`src/rtl/lift53_row_stream.sv`:
```
// One streaming LeGall 5/3 lifting pass (predict or update, forward or inverse) over an image row,
// with a 3-sample window, symmetric boundary extension and optional saturation.
module lift53_row_stream #(
    parameter int W       = 16,
    parameter int MAX_LEN = 1024,
    parameter int SAT     = 0,
    localparam int CW     = $clog2(MAX_LEN + 1)
) (
    input  logic          clk,
    input  logic          rst,
    input  logic          e_o_s,
    input  logic          f_i_s,
    input  logic [CW-1:0] row_len,
    input  logic          in_valid,
    output logic          in_ready,
    input  logic [W-1:0]  in_data,
    output logic          out_valid,
    input  logic          out_ready,
    output logic [W-1:0]  out_data,
    output logic          out_last
);

    typedef enum logic [1:0] {IDLE, FILL, RUN, FLUSH} state_t;

    state_t        state_q, state_d;
    logic [CW-1:0] len_q, cnt_q, len_eff, cnt_inc;
    logic          eos_q, fis_q, par_q;
    logic [W-1:0]  l_q, c_q;
    logic          out_vld_q, out_last_q;
    logic [W-1:0]  out_data_q;

    logic          out_free, acc, emit, emit_last;
    logic [W-1:0]  lift_l, lift_c, lift_r, res;
    logic          lift_mod, lift_sub;
    logic signed [W+1:0] l_x, c_x, r_x, sum, adj, y_x;

    assign out_free  = !out_vld_q || out_ready;
    assign in_ready  = !rst && (state_q != FLUSH) && out_free;
    assign acc       = in_valid && in_ready;
    assign cnt_inc   = cnt_q + 1'b1;
    assign out_valid = out_vld_q;
    assign out_data  = out_data_q;
    assign out_last  = out_last_q;

    always_comb begin
        len_eff = row_len;
        if (row_len == '0)
            len_eff = CW'(1);
        else if (row_len > CW'(MAX_LEN))
            len_eff = CW'(MAX_LEN);
    end

    // Window operands: left mirror in FILL (x[-1]=x[1]), right mirror in FLUSH (x[N]=x[N-2]).
    always_comb begin
        lift_l   = l_q;
        lift_c   = c_q;
        lift_r   = in_data;
        lift_mod = par_q ^ eos_q;
        if (state_q == FILL)
            lift_l = in_data;
        if (state_q == FLUSH) begin
            lift_r = l_q;
            if (len_q == CW'(1))
                lift_mod = 1'b0;
        end
    end

    always_comb begin
        l_x      = {{2{lift_l[W-1]}}, lift_l};
        c_x      = {{2{lift_c[W-1]}}, lift_c};
        r_x      = {{2{lift_r[W-1]}}, lift_r};
        sum      = l_x + r_x;
        adj      = eos_q ? ((sum + (W+2)'(2)) >>> 2) : (sum >>> 1);
        lift_sub = !(eos_q ^ fis_q);
        y_x      = lift_sub ? (c_x - adj) : (c_x + adj);
        if (!lift_mod)
            y_x = c_x;
        res = y_x[W-1:0];
        if (SAT != 0 && y_x[W+1:W-1] != 3'b000 && y_x[W+1:W-1] != 3'b111)
            res = y_x[W+1] ? {1'b1, {(W-1){1'b0}}} : {1'b0, {(W-1){1'b1}}};
    end

    always_ff @(posedge clk) begin
        if (rst)
            state_q <= IDLE;
        else
            state_q <= state_d;
    end

    always_comb begin
        state_d = state_q;
        case (state_q)
            IDLE:  if (acc) state_d = (len_eff == CW'(1)) ? FLUSH : FILL;
            FILL:  if (acc) state_d = (len_q == CW'(2)) ? FLUSH : RUN;
            RUN:   if (acc && cnt_inc == len_q) state_d = FLUSH;
            FLUSH: if (out_free) state_d = IDLE;
            default: state_d = IDLE;
        endcase
    end

    always_comb begin
        emit      = 1'b0;
        emit_last = 1'b0;
        case (state_q)
            FILL, RUN: emit = acc;
            FLUSH: begin
                emit      = out_free;
                emit_last = 1'b1;
            end
            default: emit = 1'b0;
        endcase
    end

    always_ff @(posedge clk) begin
        if (rst) begin
            len_q      <= '0;
            cnt_q      <= '0;
            eos_q      <= 1'b0;
            fis_q      <= 1'b0;
            par_q      <= 1'b0;
            l_q        <= '0;
            c_q        <= '0;
            out_vld_q  <= 1'b0;
            out_last_q <= 1'b0;
            out_data_q <= '0;
        end else begin
            if (acc && state_q == IDLE) begin
                len_q <= len_eff;
                eos_q <= e_o_s;
                fis_q <= f_i_s;
                c_q   <= in_data;
                cnt_q <= CW'(1);
                par_q <= 1'b0;
            end else if (acc) begin
                l_q   <= c_q;
                c_q   <= in_data;
                cnt_q <= cnt_inc;
                par_q <= !par_q;
            end
            if (emit) begin
                out_vld_q  <= 1'b1;
                out_data_q <= res;
                out_last_q <= emit_last;
            end else if (out_ready) begin
                out_vld_q  <= 1'b0;
            end
        end
    end

endmodule

```
`config.mk`:
```
export PLATFORM = sky130hd
export DESIGN_NAME = lift53_row_stream
export DESIGN_NICKNAME = d
export VERILOG_FILES = /design/src/rtl/lift53_row_stream.sv
export SDC_FILE = /design/constraint.sdc
export NUM_CORES = 1
export LEC_CHECK = 0
export CAP_MARGIN = 10
export CORE_ASPECT_RATIO = 0.75
export CORE_MARGIN = 1.5
export CORE_UTILIZATION = 40
export CTS_BUF_LIST = sky130_fd_sc_hd__clkbuf_4
export DETAILED_ROUTE_END_ITERATION = 16
export SYNTH_ARGS = -nofsm -noshare
export SYNTH_HDL_FRONTEND = slang
export SYNTH_SLANG_ARGS = --single-unit
export TNS_END_PERCENT = 20
```
`constraint.sdc`:
```
create_clock -name clk -period 6.4 [get_ports clk]
set_clock_uncertainty 0.15 [all_clocks]
set_input_delay 1.28 -clock clk [delete_from_list [all_inputs] [get_ports clk]]
set_output_delay 1.28 -clock clk [all_outputs]
set_load 0.02 [all_outputs]
```
=== Yosys cells after proc, flatten, opt, wreduce, memory -nomap -nowiden ===
Index checks and enable logic that the tools add are counted.

* Register bits after elaboration: 77
* Bits of input ports: 33
* Output and inout port bits: 19
* Logic and storage cells: 74

* Add/subtract/negate cells: 5
* $lt $le $gt $ge: 1
* Equal/unequal tests: 12
* Multiplexer cells: 24
* Bitwise logic cells: 3
* Reductions and logical operators: 17

{| class="wikitable"
|+ Operator list
! cell !! number
|-
| $mux 16 || 7
|-
| $eq 11x1->1 const B || 2
|-
| $mux 11 || 2
|-
| $add 17x3->18 const B || 1
|-
| $add 16x16->17 || 1
|-
| $add 16x16->16 || 1
|-
| $sub 16x16->16 || 1
|-
| $add 11x1->11 const B || 1
|-
| $eq 11x11->1 || 1
|-
| $eq 11x2->1 const B || 1
|-
| $gt 11x11->1 const B || 1
|-
| $logic_not 11->1 || 1
|-
| $mux 2 || 5
|-
| $ne 2x2->1 const B || 5
|-
| $mux 1 || 8
|-
| $pmux 2 s4 || 1
|-
| $logic_and 1x1->1 || 5
|-
| $eq 2x2->1 const B || 2
|-
| $reduce_and 4->1 || 1
|-
| $reduce_bool 2->1 || 2
|-
| $reduce_or 2->1 || 2
|-
| $logic_not 1->1 || 3
|-
| $eq 2x1->1 const B || 1
|-
| $logic_not 2->1 || 1
|-
| 5 further kinds || 6
|}

=== Depth between registers and ports, before layout ===
Gate-level depths: netlist of the first run.

* Depth after elaboration: 8
* Depth in mapped cells: 31
* Depth with buffers taken out: 30

=== Worst setup path after synthesis of the first run ===
No wires, ideal clock.

* Kind: input port to flip-flop
* Start: in in_data[1]
* End: reg out_data_q[15] (netlist: out_data[15])
* Setup time: 0.116 ns
* Data arrival time: 6.490 ns
* Data required time: 6.134 ns
* Setup slack: -0.356 ns
* Stages on the path: 24
* Path buffers: 0
* Path through: mux2_2 -> fa_1 -> a21o_1 -> a311oi_1 -> o21ai_2 -> xor2_1 -> and3_1 -> nand4_1 -> a32oi_1 -> nand2_1 -> or2_2 -> o31ai_1 -> xnor2_1 -> ha_1 -> and2_1 -> nand2_1 -> a21oi_1 -> a221oi_1 -> a21o_1 -> nand2_1 -> o32a_1 -> a32o_1 -> or4_1 -> o211a_1

* Cells in the longest elaborated chain, start to end: 7
* Elaborated cells between the ends (all ways): 9
* Classes of those cells: add/sub: 4; mux: 5

{| class="wikitable"
|+ Ends and longest elaborated chain
! element !! RTL line !! text
|-
| from (decl) || 16 || <nowiki>input logic [W-1:0] in_data,</nowiki>
|-
| $mux 16 (on tied branches) || 59, 61 ||
|-
| $add 16x16->17 * || 72 || <nowiki>sum = l_x + r_x;</nowiki>
|-
| $add 17x3->18 || 73 || <nowiki>adj = eos_q ? ((sum + (W+2)'(2)) >>> 2) : (sum >>> 1);</nowiki>
|-
| $mux 16 * || 73 ||
|-
| $sub 16x16->16 or $add 16x16->16 (tied branches) || 75 || <nowiki>y_x = lift_sub ? (c_x - adj) : (c_x + adj);</nowiki>
|-
| $mux 16 * || 75 ||
|-
| $mux 16 * || 76 || <nowiki>if (!lift_mod)</nowiki>
|-
| to (signal assigned) || 142 || <nowiki>out_data_q <= res;</nowiki>
|-
| to (decl) || 30 || <nowiki>logic [W-1:0] out_data_q;</nowiki>
|}

Mark *: on every way between the ends. The rest lies on a longest branch, timed or not.
A chain may end at the register's enable or synchronous reset.

=== Worst setup path in the final report of the first run ===
* Start: in in_data[0]
* End: reg out_data_q[15] (netlist: out_data[15])

Same word-level chain as after synthesis.

==> results.json, run 1 <==
{
  "met2_usage_pct": 41.0,
  "p_leak_nw": 3.62,
  "slew_viol_final": 0,
  "busiest_layer": "met2",
  "dr.pass1.iters": 5,
  "drt_iter0_drc": 416,
  "worstPathMaxFanout": 5,
  "synth_edf_count": 0,
  "fmaxAchievable_mhz": 154,
  "r2r_start": "state_q[0]$_SDFFE_PP0P_",
  "cts-buffers-inserted": 9,
  "yosysMostFrequentCell": "nand2_1",
  "start_util_pct": 41.5,
  "fp.dieH_um": 113,
  "synth-main-ff-cell": "dfxtp_1",
  "dieWidth_um": 149,
  "clkLatencyLatePin_ns": 0.47,
  "placed_area_sq_um": 8260,
  "critical_path.top_delay_family": "compound AO/OA/AOI/OAI gates",
  "power_density_nw_per_um2": 269,
  "p_sw_share_pct": 42.0,
  "ios": 52,
  "io_buffer_count": 51,
  "vdd_drop_max_mv": 0.124,
  "grt_remaining_overflow": 0,
  "register_area_sq_um": 1540,
  "reg2regPathDepth": 28,
  "hp-class": "flip-flop to flip-flop",
  "crit_top_cell": "buf_4",
  "maxCapViolCount": 0,
  "combPwrFrac_pct": 66.8,
  "cp_data_required_time_ns": 6.63,
  "grt_pass1_vias": 6675,
  "cts_tree": "yes",
  "synth_top_area_share_pct": 24.0,
  "endpoint_kind": "flip-flop",
  "setup.worst_path.start_class": "input pin",
  "setup_ws_ns": -0.0789,
  "num-nets-final": 1085,
  "switchingPower_mw": 1.01,
  "dpl.hpwl_um": 15700,
  "endpoint": "out_data[15]$_SDFFE_PP0P_",
  "grt_usage_pct": 24.9,
  "yosys-top-cells-count": "132 x nand2_1, 77 x dfxtp_1, 67 x nor2_1",
  "antenna_found_initial": 1,
  "wl_um": 20800,
  "routedWlPerCell_um": 17.1,
  "place_inst": 1183,
  "status": "complete, but fails checks",
  "ys_ff_latch": 77,
  "htreeDepth": 3,
  "drive_gt1_share_pct": 31.4,
  "post-route-util_pct": 58.2,
  "core.rowCount": 39,
  "synth_fp_nets": 904,
  "dieArea_sq_um": 16800,
  "slew_headroom_pct": 20.9,
  "ant_nets": 0,
  "met3_usage_pct": 4.15,
  "vias_per_cell": 5.62,
  "yosys.area.top_type": "dfxtp_1",
  "stdcell_count": 1221,
  "multiInputGateArea_sq_um": 5290,
  "syn_area_sq_um": 6420,
  "synth-seq-area-share_pct": 24.0,
  "report.final.hold_viol_count": 0,
  "r2r_slack_ns": 0.05,
  "post-route-period-util_pct": 101,
  "fillers": 1388,
  "cpPeakStageDelay_ns": 0.41,
  "drc_errors": 0,
  "rsz0062_at_grt": "yes",
  "vias": 6868,
  "dp_slack_ns": -1.04,
  "syn_area_per_cell_sq_um": 7.74,
  "root_buffer": "clkbuf_4",
  "power_mw": 2.42,
  "gp_congestion": 0.894,
  "setup_viol": 1,
  "synth_area_leaders": "dfxtp_1 24%, ha_1 7.8%, nand2_1 7.7%",
  "crit_start": "in_data[0]",
  "grt_max_degree": 59,
  "gr-usage-met1_pct": 34.0,
  "clock-sinks": 77,
  "violations": "setup timing",
  "path_class": "input pin to flip-flop",
  "syn_to_final_growth_pct": 40.1,
  "postLayoutCellArea_sq_um": 9000,
  "async_flop_share_pct": 0,
  "coreArea_sq_um": 15500,
  "layout_min_cycle_time_ns": 6.48,
  "crit_path_top_delay_cell": "or4_1",
  "clk_pin_slew_ns": 0.13,
  "clkPwrFrac_pct": 11.0,
  "yosys_warnings": 0,
  "arrival_ns": 6.71,
  "p_int_mw": 1.40,
  "power_frac_seq_pct": 22.2,
  "cp_num_cells": 29,
  "clockBufferDepth": 2,
  "crit-reg2reg-capture": "out_data[15]$_SDFFE_PP0P_",
  "tightest_slew_ns": 1.18,
  "critPathBufInv": 9,
  "grt_pass1_wl_um": 33400,
  "synthCells": 829,
  "synth_cell_types": 79
}
## cell families after synthesis
family / synth area share [%]
DFF: 24.0
adders and majority gates: 8.42
AOI/OAI and AO/OA: 22.7
buffers and inverters: 3.76
and+or+nand+nor: 26.3
muxes: 6.37
xor gates and xnor gates: 8.44
## power groups by stage
stage                     registers [mW]  clock network, mW  logic (mW)
after global routing               0.539              0.292        1.75
after detailed placement           0.544                  0        1.40
after floorplan                    0.536                  0       0.866
after global placement             0.543                  0        1.37
final                              0.535              0.267        1.61
after CTS                          0.533              0.272        1.53
## per-stage QoR
step	TNS [ns]	hold WS (ns)
detailed placement	-3.87	0.313
finish	-0.0789	0.333
global route	-0.248	0.365
floorplan	-0.120	0.293
CTS	0	0.334
global placement	-3.06	0.306
## final cells by class
class	instances	area share, %
flip-flops and latches	77	17.1
clock inverters	6	0.334
clock buffers	10	0.834
inverters	15	0.626
multi-input cells	692	58.8
repair buffers	215	19.4
well taps	205	2.85
diodes	1	0.0278
## worst reg2reg max path: cells and delay by family, from the launching register on
| kind | cells | cell delay, ns |
|---|---|---|
| fa+ha+maj | 3 | 0.93 |
| xor+xnor | 1 | 0.18 |
| simple gates | 12 | 2.34 |
| compound gates | 10 | 1.87 |
| flops | 1 | 0.47 |
| buf+inv | 2 | 0.32 |
## worst min-delay path by stage
| stage | from | end | slack, ns | cells after the start |
|---|---|---|---|---|
| 2_1_floorplan | l_q[10]$_SDFFE_PP0P_ | l_q[10]$_SDFFE_PP0P_ | 0.29 | 2 |
| 3_3_place_gp | l_q[15]$_SDFFE_PP0P_ | l_q[15]$_SDFFE_PP0P_ | 0.31 | 2 |
| 3_5_place_dp | l_q[3]$_SDFFE_PP0P_ | l_q[3]$_SDFFE_PP0P_ | 0.31 | 2 |
| 4_1_cts | l_q[14]$_SDFFE_PP0P_ | l_q[14]$_SDFFE_PP0P_ | 0.33 | 2 |
| 5_1_grt | l_q[11]$_SDFFE_PP0P_ | l_q[11]$_SDFFE_PP0P_ | 0.37 | 2 |
| 6_report | l_q[3]$_SDFFE_PP0P_ | l_q[3]$_SDFFE_PP0P_ | 0.33 | 2 |
## sequential cells by signal, summed over array words and instances, names as in the netlist
signal and count:
c_q 16, cnt_q 11, eos_q 1, fis_q 1, l_q 16, len_q 11
out_data 16, out_last 1, out_valid 1, par_q 1, state_q 2
## repair_timing
item	4_1_cts	5_1_grt
endpoints found under the setup margin	4	5
setup buffers	16	5
hold buffers	0	0
cloned	0	0
pin swaps	48	44
resized for setup	68	43
## layout by cell type, fill, tap and decap left out, drive strengths merged, types with 4 or more instances in the layout
cell / n
a21boi: 4
o21a: 6
clkinv: 6
o21bai: 10
nor4: 11
a41oi: 4
nand4: 7
o31ai: 7
a211oi: 12
a21oi: 59
a22o: 7
nor2b: 6
dlygate4sd2: 5
and3: 12
nand2: 132
a21o: 14
or3: 6
a31oi: 8
o211ai: 7
inv: 14
nor2: 68
nand3b: 19
nand3: 23
a311oi: 9
and2: 8
clkbuf: 12
o21ai: 30
nor3: 23
mux2i: 6
nand2b: 9
ha: 40
or4: 6
clkdlybuf4s50: 42
dfxtp: 77
xnor2: 40
a31o: 4
mux2: 31
buf: 166
xor2: 21
## layer usage
metal  part of all wire, %  up-vias  routed length [um]
li1                      -     3374                   -
met1                    49     3312               10200
met2                    45      159                9470
met3                   4.1       23                 863
met4                   1.6        0                 331
met5                     0        -                   0
Note: power is estimated with default switching activity, not from simulation.
==> run 2: changes to the inputs <==
clock period = 7.7 ns   (was 6.4 ns; I/O delays follow)
==> results.json, run 2 (synthesis gave the netlist of run 1 again) <==
{
  "status": "finished clean",
  "vias_per_cell": 5.59,
  "core.rowCount": 39,
  "num-nets-final": 966,
  "grt_usage_pct": 21.5,
  "ios": 52,
  "r2r_start": "state_q[0]$_SDFFE_PP0P_",
  "grt_max_degree": 59,
  "routedWlPerCell_um": 16.3,
  "gp_congestion": 0.846,
  "setup_viol": 0,
  "io_buffer_count": 51,
  "cts_tree": "yes",
  "cts.hold.buffers_added": 0,
  "p_sw_share_pct": 43.2,
  "dieWidth_um": 149,
  "diodes": 0,
  "coreArea_sq_um": 15500,
  "dieArea_sq_um": 16800,
  "clk_pin_slew_ns": 0.14,
  "clkLatencyLatePin_ns": 0.47,
  "clockBufferDepth": 2,
  "ant_nets": 0,
  "fillers": 1538,
  "fp.dieH_um": 113,
  "root_buffer": "clkbuf_4",
  "wl_um": 18000,
  "grt_remaining_overflow": 0,
  "p_int_mw": 0.939,
  "postLayoutCellArea_sq_um": 7500,
  "cp_data_required_time_ns": 7.92,
  "cts-buffers-inserted": 9,
  "report.final.hold_viol_count": 0,
  "hold_end": "l_q[11]$_SDFFE_PP0P_",
  "grt_pass1_vias": 5436,
  "slew_headroom_pct": 17.0,
  "arrival_ns": 7.57,
  "power_frac_seq_pct": 27.0,
  "worstPathMaxFanout": 4,
  "drc_errors": 0,
  "p_leak_nw": 2.93,
  "grt_pass1_wl_um": 28700,
  "power_density_nw_per_um2": 221,
  "clkPwrFrac_pct": 16.4,
  "vdd_drop_max_mv": 0.110,
  "hp-class": "flip-flop to flip-flop",
  "htreeDepth": 3,
  "tightest_slew_ns": 1.24,
  "worst_hold_slack_ns": 0.328,
  "placed_area_sq_um": 7340,
  "dr.pass1.iters": 5,
  "layout_min_cycle_time_ns": 7.35,
  "drt_iter0_drc": 355,
  "crit-reg2reg-capture": "out_data[15]$_SDFFE_PP0P_",
  "post-route-period-util_pct": 95.5,
  "r2r_slack_ns": 0.67,
  "syn_to_final_growth_pct": 16.8,
  "layout_commonest_cell": "nand2_1",
  "final_cell_mix": "132 x nand2_1, 77 x dfxtp_1, 66 x nor2_1, 58 x a21oi_1, 50 x clkdlybuf4s50_1",
  "hp-start": "l_q[11]$_SDFFE_PP0P_",
  "reg2regPathDepth": 24,
  "endpoint_kind": "flip-flop",
  "switchingPower_mw": 0.715,
  "antenna_found_initial": 0,
  "dpl.hpwl_um": 13600,
  "drive_gt1_share_pct": 14.0,
  "setup.worst_path.start_class": "input pin",
  "maxCapViolCount": 0,
  "hold_depth": 2,
  "fmaxAchievable_mhz": 136,
  "combPwrFrac_pct": 56.6,
  "start_util_pct": 41.5,
  "path_class": "input pin to flip-flop",
  "vias": 6150,
  "tns_ns": 0,
  "clock-sinks": 77,
  "slew_viol_final": 0
}
run 2: cell types whose count changed in the layout (fill, tap and decap cells not counted), moves of 8 or more:
cell | previous run | this run
buf_4 | 161 | 45
o21ai_0 | 20 | 29
a21oi_1 | 50 | 58
ha_1 | 29 | 40
clkdlybuf4s50_1 | 42 | 50
mux2_4 | 11 | 0
mux2_2 | 20 | 31
ha_4 | 9 | 0
run 2: layout make-up:
cell class / count / area (sq um) / share of cell area, %
multi-input combinational: 692 / 4660 / 62.1
clock buffer: 9 / 67.6 / 0.901
clock inverter: 7 / 73.8 / 0.984
tap: 205 / 256 / 3.42
sequential: 77 / 1540 / 20.6
inverter: 15 / 56.3 / 0.751
timing repair buffer: 96 / 843 / 11.2
run 2: worst max-delay path, stage by stage:
cell	delay, ns
clkdlybuf4s50_1	0.45
mux2_2	0.32
fa_1	0.47
a21o_1	0.22
a31oi_1	0.32
o311ai_2	0.13
or4_1	0.55
nand4_1	0.11
a31oi_1	0.11
and4_1	0.30
and2_1	0.17
nand2_1	0.14
o21ai_0	0.13
xor2_1	0.20
ha_1	0.33
a41oi_1	0.29
a21oi_1	0.11
a221oi_1	0.28
a21o_1	0.16
nand2_1	0.05
o32a_1	0.33
a32o_1	0.26
or4_1	0.47
o211a_1	0.12
run 2: metal layers:
metal  track usage [%]  up-vias  wire length [um]
li1                  -     3152                 -
met1              33.6     2858              9810
met2              30.7      129              7320
met3              3.79       11               719
met4              3.56        0               119
met5                 0        -                 0
run 2: power by group through the flow:
stage	Sequential [mW]	Combinational, mW	Clock, mW
2_1_floorplan	0.446	0.674	0
3_3_place_gp	0.455	0.919	0
3_5_place_dp	0.455	0.919	0
4_1_cts	0.447	0.927	0.279
5_1_grt	0.450	1.03	0.295
6_report	0.447	0.936	0.271
run 2: worst max-delay path by stage:
stage               startpoint  slack (ns)  cells after the start                   endpoint
detailed placement  in_data[2]       -0.08                     24  out_data[15]$_SDFFE_PP0P_
finish              in_data[1]        0.35                     24  out_data[15]$_SDFFE_PP0P_
global route        in_data[1]      -0.002                     24  out_data[15]$_SDFFE_PP0P_
floorplan           in_data[1]        0.68                     24  out_data[15]$_SDFFE_PP0P_
global placement    in_data[2]       -0.02                     24  out_data[15]$_SDFFE_PP0P_
CTS                 in_data[2]        0.40                     24  out_data[15]$_SDFFE_PP0P_
run 2: what timing repair did:
action | CTS | global route
resized for setup | 0 | 2
endpoints found under the hold margin | 0 | 0
endpoints found under the setup margin | 0 | 1
buffers inserted | 0 | 1
run 2: metrics by stage:
step	std cells	power (mW)	setup slack, ns	util [%]
6_report	1101	1.65	0.347	48.5
5_1_grt	1101	1.78	-0.00162	48.5
4_1_cts	1100	1.65	0.403	48.4
3_5_place_dp	1084	1.37	-0.0848	47.4
3_3_place_gp	1084	1.37	-0.0229	47.4
2_1_floorplan	829	1.12	0.684	-
==> run 3: changes to the inputs <==
CELL_PAD_IN_SITES_DETAIL_PLACEMENT = 1   (was unset)
CELL_PAD_IN_SITES_GLOBAL_PLACEMENT = 2   (was unset)
CORE_UTILIZATION = 39   (was 40)
PLACE_DENSITY_LB_ADDON = 0.1   (was unset)
==> results.json, run 3 (synthesis gave the netlist of run 1 again) <==
{
  "drt_iter0_drc": 339,
  "gp_congestion": 0.911,
  "r2r_slack_ns": 0.53,
  "final_cell_mix": "132 x nand2_1, 77 x dfxtp_1, 69 x buf_4, 67 x nor2_1, 56 x a21oi_1",
  "fillers": 1980,
  "status": "finished clean",
  "setup_viol": 0,
  "slew_headroom_pct": 28.0,
  "layout_min_cycle_time_ns": 7.32,
  "grt_pass1_vias": 6577,
  "path_class": "input pin to flip-flop",
  "grt_max_degree": 59,
  "dr.pass1.iters": 5,
  "dieArea_sq_um": 17200,
  "routedWlPerCell_um": 19.3,
  "worst_hold_slack_ns": 0.328,
  "register_area_sq_um": 1540,
  "dieWidth_um": 151,
  "vias": 6482,
  "arrival_ns": 7.55,
  "clk_pin_slew_ns": 0.13,
  "cp_data_required_time_ns": 7.92,
  "ant_nets": 0,
  "ios": 52,
  "worstPathMaxFanout": 6,
  "wl_um": 21900,
  "grt_remaining_overflow": 0,
  "start_util_pct": 40.0,
  "dpl.hpwl_um": 17600,
  "fmaxAchievable_mhz": 137,
  "grt_usage_pct": 26.3,
  "rsz0062_at_grt": "no",
  "multiInputGateArea_sq_um": 4690,
  "post-route-period-util_pct": 95.1,
  "post-route-util_pct": 48.1,
  "stdcell_count": 1131,
  "drive_gt1_share_pct": 16.5,
  "vias_per_cell": 5.73,
  "antenna_found_initial": 1,
  "switchingPower_mw": 0.765,
  "endpoint_kind": "flip-flop",
  "layout_commonest_cell": "nand2_1",
  "coreArea_sq_um": 16100,
  "tightest_slew_ns": 1.08,
  "power_mw": 1.78,
  "cts-buffers-inserted": 9,
  "htreeDepth": 3,
  "p_sw_share_pct": 43.0,
  "maxCapViolCount": 0,
  "vdd_drop_max_mv": 0.125,
  "cts_tree": "yes",
  "p_int_mw": 1.01,
  "clockBufferDepth": 2,
  "drc_errors": 0,
  "combPwrFrac_pct": 58.3,
  "num-nets-final": 990,
  "core.rowCount": 40,
  "hp-class": "flip-flop to flip-flop",
  "report.final.hold_viol_count": 0,
  "grt_pass1_wl_um": 35300,
  "clkLatencyLatePin_ns": 0.46,
  "cts.hold.buffers_added": 0,
  "setup.worst_path.start_class": "input pin",
  "tns_ns": 0,
  "fp.dieH_um": 114,
  "p_leak_nw": 3.06,
  "clock-sinks": 77,
  "place_inst": 1114,
  "clkPwrFrac_pct": 16.7,
  "power_density_nw_per_um2": 230,
  "syn_to_final_growth_pct": 20.5,
  "power_frac_seq_pct": 25.0,
  "root_buffer": "clkbuf_4",
  "io_buffer_count": 51,
  "slew_viol_final": 0
}
==> run 3: cell types whose count changed in the layout (fill, tap and decap cells not counted), moves of 2 or more <==
cell | before | now
buf_4 | 45 | 69
a21oi_1 | 58 | 56
nor2_2 | 2 | 0
a21oi_2 | 1 | 3
==> run 3: per-layer routing <==
metal / track usage [%] / vias up / routed length (um)
li1: - / 3191 / -
met1: 38.8 / 3175 / 11500
met2: 40.7 / 100 / 9470
met3: 4.26 / 16 / 674
met4: 4.21 / 0 / 227
met5: 0 / - / 0
==> run 3: cell type report <==
| class | count | share of cell area [%] |
|---|---|---|
| diodes | 1 | 0.0324 |
| clock buffers | 10 | 0.971 |
| clock inverters | 6 | 1.12 |
| inverters | 15 | 0.728 |
| multi-input cells | 692 | 60.6 |
| flip-flops and latches | 77 | 19.9 |
| well taps | 210 | 3.40 |
| repair buffers | 120 | 13.2 |
==> run 3: path summary, 6_finish.rpt <==
path,start,end,depth (start not counted)
max,in_data[6],out_data[15]$_SDFFE_PP0P_,24
min,l_q[8]$_SDFFE_PP0P_,l_q[8]$_SDFFE_PP0P_,2
max reg2reg,state_q[1]$_SDFFE_PP0P_,out_data[15]$_SDFFE_PP0P_,26
min reg2reg,l_q[8]$_SDFFE_PP0P_,l_q[8]$_SDFFE_PP0P_,2
==> run 3: power by group through the flow <==
stage,logic [mW],clock network (mW),registers (mW)
3_3_place_gp,0.986,0,0.451
5_1_grt,1.14,0.325,0.447
4_1_cts,1.03,0.306,0.443
3_5_place_dp,1.02,0,0.452
6_report,1.04,0.297,0.444
2_1_floorplan,0.674,0,0.446
==> run 3: critical path, stage by stage <==
cell and delay [ns]:
clkdlybuf4s50_1 0.47, mux2_2 0.31, ha_1 0.38, buf_4 0.16
o211ai_1 0.09, buf_4 0.16, a21oi_1 0.33, a2111oi_2 0.14
nor3_2 0.40, nand3_2 0.23, o211ai_1 0.23, nand4b_1 0.16
or4_4 0.53, o21ai_0 0.21, xnor2_1 0.19, ha_1 0.29
o21a_1 0.19, nor2_1 0.15, a21o_1 0.12, nand2_1 0.05
o32a_1 0.34, a32o_1 0.27, or4_1 0.47, o211a_1 0.12
==> run 3: stage by stage <==
step           instance area [sq um]  worst slack [ns]
2_1_floorplan                   6420             0.684
3_3_place_gp                    7530           -0.0880
3_5_place_dp                    7530            -0.283
4_1_cts                         7690             0.213
5_1_grt                         7730           0.00829
6_report                        7730             0.376
==> run 3: timing repair <==
item	in CTS	in global routing
gates resized for setup	0	9
setup endpoints to repair	0	1
setup buffers	0	0
